===== src/rtl/mips_uarttx.sv =====
// ============================================================================
// Module      : mips_uarttx
// Description : FIFO-drained UART transmitter. It pops one word with a
//               show-ahead read and sends start, data LSB first, optional
//               even parity, then stop bit(s). Define MIPS_UARTTX_PARITY_EN
//               to compile in the parity bit.
// Revision    : 1.0 - initial release
// ============================================================================
`default_nettype none

module mips_uarttx #(
  parameter int S_WORD    = 8,
  parameter int BAUD_DIV  = 434,
  parameter int STOP_BITS = 1
) (
  input  logic              clk,
  input  logic              rst,
  input  logic              fifo_empty,
  input  logic [S_WORD-1:0] fifo_rd_data,
  output logic              fifo_rd_en,
  output logic              tx,
  output logic              busy
);

  localparam int STOP_LEN = STOP_BITS * BAUD_DIV;
  localparam int BAUD_W   = (STOP_LEN > 1) ? $clog2(STOP_LEN) : 1;
  localparam int BIT_W    = $clog2(S_WORD + 1);
  localparam logic [BAUD_W-1:0] BIT_LOAD  = BAUD_W'(BAUD_DIV - 1);
  localparam logic [BAUD_W-1:0] STOP_LOAD = BAUD_W'(STOP_LEN - 1);
  localparam logic [BIT_W-1:0]  LAST_BIT  = BIT_W'(S_WORD - 1);

`ifdef MIPS_UARTTX_PARITY_EN
  typedef enum logic [2:0] {
    IDLE = 3'd0, START = 3'd1, DATA = 3'd2, PARITY = 3'd3, STOP = 3'd4
  } state_t;
`else
  typedef enum logic [2:0] {
    IDLE = 3'd0, START = 3'd1, DATA = 3'd2, STOP = 3'd4
  } state_t;
`endif

  state_t              state_q, state_d;
  logic [BAUD_W-1:0]   baud_q, baud_d;
  logic [BIT_W-1:0]    bit_cnt_q, bit_cnt_d;
  logic [S_WORD-1:0]   shift_q, shift_d;
  logic                tx_q, tx_d;
  logic                busy_q, busy_d;
`ifdef MIPS_UARTTX_PARITY_EN
  logic                parity_q, parity_d;
`endif

  always_comb begin
    state_d    = state_q;
    baud_d     = baud_q;
    bit_cnt_d  = bit_cnt_q;
    shift_d    = shift_q;
    tx_d       = tx_q;
    busy_d     = busy_q;
`ifdef MIPS_UARTTX_PARITY_EN
    parity_d   = parity_q;
`endif
    fifo_rd_en = (state_q == IDLE) && !fifo_empty && rst;

    if (state_q != IDLE && baud_q != '0) begin
      baud_d = baud_q - BAUD_W'(1);
    end

    // Each branch acts only at the final cycle of the current bit period.
    case (state_q)
      IDLE: begin
        if (fifo_rd_en) begin
          shift_d   = fifo_rd_data;
          bit_cnt_d = '0;
          baud_d    = BIT_LOAD;
          state_d   = START;
          tx_d      = 1'b0;
          busy_d    = 1'b1;
`ifdef MIPS_UARTTX_PARITY_EN
          parity_d  = ^fifo_rd_data;
`endif
        end
      end
      START: begin
        if (baud_q == '0) begin
          state_d = DATA;
          tx_d    = shift_q[0];
          baud_d  = BIT_LOAD;
        end
      end
      DATA: begin
        if (baud_q == '0) begin
          shift_d   = shift_q >> 1;
          bit_cnt_d = bit_cnt_q + BIT_W'(1);
          if (bit_cnt_q == LAST_BIT) begin
`ifdef MIPS_UARTTX_PARITY_EN
            state_d = PARITY;
            tx_d    = parity_q;
            baud_d  = BIT_LOAD;
`else
            state_d = STOP;
            tx_d    = 1'b1;
            baud_d  = STOP_LOAD;
`endif
          end else begin
            tx_d    = shift_d[0];
            baud_d  = BIT_LOAD;
          end
        end
      end
`ifdef MIPS_UARTTX_PARITY_EN
      PARITY: begin
        if (baud_q == '0) begin
          state_d = STOP;
          tx_d    = 1'b1;
          baud_d  = STOP_LOAD;
        end
      end
`endif
      STOP: begin
        if (baud_q == '0) begin
          state_d = IDLE;
          tx_d    = 1'b1;
          busy_d  = 1'b0;
        end
      end
      default: begin
        state_d = IDLE;
        tx_d    = 1'b1;
        busy_d  = 1'b0;
      end
    endcase
  end

  always_ff @(posedge clk or negedge rst) begin
    if (!rst) begin
      state_q   <= IDLE;
      baud_q    <= '0;
      bit_cnt_q <= '0;
      shift_q   <= '0;
      tx_q      <= 1'b1;
      busy_q    <= 1'b0;
`ifdef MIPS_UARTTX_PARITY_EN
      parity_q  <= 1'b0;
`endif
    end else begin
      state_q   <= state_d;
      baud_q    <= baud_d;
      bit_cnt_q <= bit_cnt_d;
      shift_q   <= shift_d;
      tx_q      <= tx_d;
      busy_q    <= busy_d;
`ifdef MIPS_UARTTX_PARITY_EN
      parity_q  <= parity_d;
`endif
    end
  end

  assign tx   = tx_q;
  assign busy = busy_q;

endmodule

`default_nettype wire


===== config.mk =====
export PLATFORM = sky130hd
export DESIGN_NAME = mips_uarttx
export DESIGN_NICKNAME = d
export VERILOG_FILES = /design/src/rtl/mips_uarttx.sv
export SDC_FILE = /design/constraint.sdc
export NUM_CORES = 1
export LEC_CHECK = 0
export CORE_MARGIN = 3
export CORE_UTILIZATION = 50
export DETAILED_ROUTE_END_ITERATION = 8
export GPL_TIMING_DRIVEN = 0
export PLACE_DENSITY_LB_ADDON = 0.05
export SETUP_SLACK_MARGIN = 0.4
export SYNTH_ARGS = -nofsm -noshare
export SYNTH_HDL_FRONTEND = slang
export SYNTH_SLANG_ARGS = --single-unit

===== constraint.sdc =====
create_clock -name clk -period 1.8 [get_ports clk]
set_input_delay 0.27 -clock clk [delete_from_list [all_inputs] [get_ports clk]]
set_output_delay 0.27 -clock clk [all_outputs]
set_load 0.01 [all_outputs]

# Word-level counts from Yosys, hierarchy flattened
# Cells that the tools add are included.
# classes
addsub	2
eq_ne	9
muxes	25
n_bitwise	1
reduce_logical	14
# ops
operator	n
9-bit 2-to-1 mux	3
9-bit one-hot mux with 2 select lines	1
8-bit 2-to-1 mux	2
8-bit one-hot mux with 2 select lines	1
3-bit 2-to-1 mux	5
3-bit one-hot mux with 4 select lines	1
2-bit != test (second input constant)	5
9-bit logical NOT	1
9-bit nonzero test	1
9-bit by 1-bit subtractor with 9-bit output (second input constant)	1
4-bit 2-to-1 mux	2
4-bit one-hot mux with 2 select lines	1
1-bit 2-to-1 mux	7
3-bit AND reduction	2
5-bit AND reduction	1
4-bit by 1-bit adder with 4-bit output (second input constant)	1
4-bit by 3-bit equality test with 1-bit output (second input constant)	1
1-bit one-hot mux with 4 select lines	1
4-bit AND reduction	1
3-bit by 1-bit equality test with 1-bit output (second input constant)	1
3-bit by 2-bit equality test with 1-bit output (second input constant)	1
3-bit equality test (second input constant)	1
1-bit logical AND	3
3-bit logical NOT	1
6 further kinds	6
# word_totals
ff_bits	26
in_bits	11
out_inout_bits	3

# Longest topological paths before layout
# logic_depth
ltp_word	5
ltp_mapped	7

# Worst setup path after synthesis
# Ideal clock, no wire load.
# synth_path
path_kind	reg2reg
from	reg baud_q[0]
to	reg baud_q[4]
setup_time_ns	0.124
t_arrival_ns	1.558
path_slack_ns	0.118
stages_incl_launch_ff	8
synth_period_minus_slack_ns	1.682
cell_sequence	dfrtp_1 inv_1 ha_1 nor4b_4 and2_1 buf_2 nor3_1 a211o_2
# synth_between
elab_chain_len	5
# synth_rtl
element	line_no	rtl
start: declaration	43	logic [BAUD_W-1:0] baud_q, baud_d;
start signal: assignment	147	baud_q <= baud_d;
parallel branches: the longest is 4 deep, another holds 9-bit by 1-bit subtractor with 9-bit output	n/a	
9-bit one-hot mux with 2 select lines *	69	case (state_q)
named net baud_d[4]	43	
# Mark *: on every way through the listed nets, which the timed path passes.
# A chain may end at the register's enable or synchronous reset.

# Worst setup path after layout
# layout_path
from	reg baud_q[0]
to	reg baud_q[7]
# Same word-level chain as after synthesis.

==> results by group <==
Outcome
  • Outcome: finished, violations left
  • Violated checks: setup timing

Floorplanning
  • Ports: 14
  • Initial Util: 0.5468
  • DIE HEIGHT: 58.99 µm
  • Core Area: 2567 µm²
  • Die Span X: 58.99 µm
  • Die area: 3479 µm²
  • Row Count: 18

Worst setup path
  • Critical path's top delay family: compound AO/OA/AOI/OAI gates
  • Critical path data arrival time: 2.12 ns
  • Crit-path slowest cell: dfrtp_1
  • Cells along the critical path: inv_2 > ha_4 > nor4b_4 > buf_4 > buf_6 > a211o_1 > o41ai_2 > o211ai_1
  • Max stage delay on crit path: 0.40 ns
  • CP Launch Type: flip-flop
  • CP max FO: 5
  • Worst path bufs/invs: 3
  • CP Capture Type: flip-flop
  • Crit Path Category: reg -> reg
  • Crit path required time: 1.99 ns

STA
  • Final setup viols: 6
  • Post-layout min period: 1.931 ns
  • Clock skew: 0.005449 ns
  • Slew @ Worst Pin: 0.5517 ns
  • Final Max Tran Viols: 0
  • Fin. Hold Viols: 0
  • Max frequency: 517.8 MHz
  • Setup TNS Final: -0.3336 ns
  • Slew Limit Headroom: 0.6322
  • Fin crit share: 1.073
  • Setup ws final: -0.1314 ns
  • RSZ-0062 raised after global routing: true
  • Hold Worst Slack: 0.4591 ns

Drt
  • Detailed Routing Iterations Pass 1: 4
  • Total number of vias: 1310
  • Detailed-route DRC error count: 0
  • Routed WL: 4083 µm
  • DR iter-0 viols: 106
  • Via-per-instance ratio: 6.065
  • Drt wl/cell: 18.90 µm
  • Detail Route Antenna Nets: 0

Synth
  • Yosys top cell area share: 0.4456
  • Seq/Total Area, Yosys: 0.4643
  • Avg Inst Size Synth: 10.03 µm²
  • Distinct cells, synth: 39
  • FF+latch count, synth: 26
  • Ys async rst share: 1.000
  • Post-synth net total: 154
  • Number of flops mapped to enable cells by yosys: 0
  • Top area cells in the synthesized netlist: dfrtp_1 (45%), o22a_1 (4.4%), o21a_1 (3.7%)
  • Cells after Synth: 140
  • Area leader, netlist: dfrtp_1
  • Ys flop type: dfrtp_1
  • Post-synthesis cell area: 1404 µm²
  • Ys Warns: 0

CTS
  • Total CTS buffers: 3
  • Clk root buf: clkbuf_4
  • Buffer depth of the longest clock path: 2
  • Later-pin clock latency in the skew report: 0.32 ns
  • H-tree Lvls: 1
  • Sink Count: 26
  • Clk slew on worst S/H paths: 0.15 ns
  • CTS tree: done

Global routing
  • Initial antenna violation count: 0
  • Grt met1 use: 0.2748
  • Largest net degree at the start of global routing: 26
  • Vias in the first global route: 1276
  • First-pass GRT wire length: 5782 µm
  • Total global-route track usage: 0.2145
  • Routing usage on met3: 0.02832
  • GR Layer Usage met2: 0.3770
  • Most Crowded Layer GR: met2
  • GR Overflow Total: 0

Run
  • MaxCap Viol Count: 0

Finish
  • Diode count: 0
  • Synth-to-Final Area Change: 47.24%
  • Share of layout cells above drive strength 1: 0.4462
  • Fin nets: 201
  • Final Cell Area: 2067 µm²
  • Fill count: 161
  • Final core area utilization: 0.8051

Placed design
  • Post-detail-place hpwl: 1998 µm
  • PortBufs: 13
  • Gp weighted congestion: 0.8347
  • Placed cell areas: 1590 µm²
  • Worst slack, placed: -1.477 ns

Pwr
  • Power per cell area: 983.9 nW/µm²
  • Maximum VDD drop: 0.0007764 V
  • Leak Pwr: 0.8503 nW

Hold path
  • Hold WC Path Type: in -> reg
through the flow:
| stage | power [W] | std cells |
|---|---|---|
| finish | 0.002034 | 216 |
| global route | 0.002148 | 216 |
| CTS | 0.001889 | 202 |
| detailed placement | 0.001454 | 183 |
| global placement | 0.001421 | 183 |
| floorplan | 0.001294 | 140 |
repair_timing:
item,4_1_cts,5_1_grt
hold buffers,2,0
cloned,2,0
pin swaps,13,16
gates resized for setup,45,27
hold endpoints to repair,25,0
setup endpoints to repair,29,28
setup buffers,11,14
final timing paths:
check                                        from                     end  slack [ns]  cells after the start
max in group asynchronous                     rst  state_q[1]$_DFFE_PN0P_        1.06                      3
max reg2reg                   baud_q[0]$_DFF_PN0_     baud_q[7]$_DFF_PN0_       -0.13                      8
min in group asynchronous                     rst          tx$_DFFE_PN1P_        0.57                      2
max                           baud_q[0]$_DFF_PN0_     baud_q[7]$_DFF_PN0_       -0.13                      8
min reg2reg                shift_q[3]$_DFFE_PN0P_  shift_q[3]$_DFFE_PN0P_        0.51                      1
min                               fifo_rd_data[7]  shift_q[7]$_DFFE_PN0P_        0.46                      3
sequential cells by signal, indices dropped and copies added (netlist names):
| register | count |
|---|---|
| tx | 1 |
| bit_cnt_q | 4 |
| busy | 1 |
| state_q | 3 |
| shift_q | 8 |
| baud_q | 9 |
cell usage after synthesis (3+ instances only):
| cell type | number |
|---|---|
| nand2_1 | 9 |
| nor3_1 | 3 |
| or2_2 | 4 |
| clkbuf_1 | 4 |
| or4_1 | 4 |
| nor3b_1 | 3 |
| nor2_1 | 7 |
| o211ai_1 | 4 |
| o31ai_1 | 4 |
| nand3_1 | 8 |
| o21a_1 | 7 |
| o21ai_0 | 4 |
| a21oi_1 | 10 |
| xnor2_1 | 3 |
| o22a_1 | 7 |
| ha_1 | 3 |
| dfrtp_1 | 25 |
| inv_1 | 5 |
metal layers:
metal / vias to the layer above / wire [µm]
met5: - / 0
met4: 0 / 78
met3: 8 / 179
met2: 45 / 2101
met1: 639 / 1723
li1: 618 / -
where the power goes:
group          total [W]  internal, W  leakage [nW]  switching [W]
clock network   0.000269    0.0000867        0.0150       0.000183
logic           0.000831     0.000435         0.537       0.000395
registers       0.000934     0.000755         0.299       0.000178
total            0.00203      0.00128         0.850       0.000756
layout by cell type, fill, tap and decap left out, types with 2 or more instances in the layout:
cell,instances
dfrtp_2,3
o21a_1,7
dfrtp_1,22
nor2_1,7
inv_2,3
clkbuf_1,2
buf_4,25
o31ai_1,3
clkdlybuf4s50_1,9
a21oi_2,4
a211oi_2,2
a2111oi_4,2
xnor2_1,3
nor3b_1,2
nand3_1,6
or2_2,2
o21ai_1,2
inv_1,2
o211ai_1,4
buf_6,7
or4_4,3
ha_1,2
nand2_2,2
o22a_1,7
a21oi_4,2
a21oi_1,4
clkbuf_2,2
o21ai_0,2
clkbuf_4,3
or2_4,2
mux2i_1,2
nand2_1,7
area by class of cell:
type / count / area [µm²] / area share
plain buffers: 7 / 55.05 / 0.02663
clock buffers: 4 / 26.28 / 0.01271
inverters: 5 / 18.77 / 0.009080
multi-input cells: 102 / 899.6 / 0.4352
flip-flops and latches: 26 / 655.6 / 0.3172
well taps: 30 / 37.54 / 0.01816
repair buffers: 42 / 374.1 / 0.1810
cells by family (layout without fill, tap and decap cells):
group                    count (synthesis)  in the layout  synth area share
adder cells (fa/ha/maj)                  3              3           0.02674
AO/OA/AOI/OAI                           46             46            0.2335
buffers and inverters                   12             58           0.03654
AND/OR/NAND/NOR                         48             48            0.2059
multiplexers                             2              2           0.01426
flip-flops                              26             26            0.4644
XOR/XNOR                                 3              3           0.01872
tightest hold or removal path, stage by stage:
cell and delay (ns):
clkdlybuf4s50_1 0.40, nand2_1 0.06, nand2_1 0.04
(Power assumes the default switching activity.)
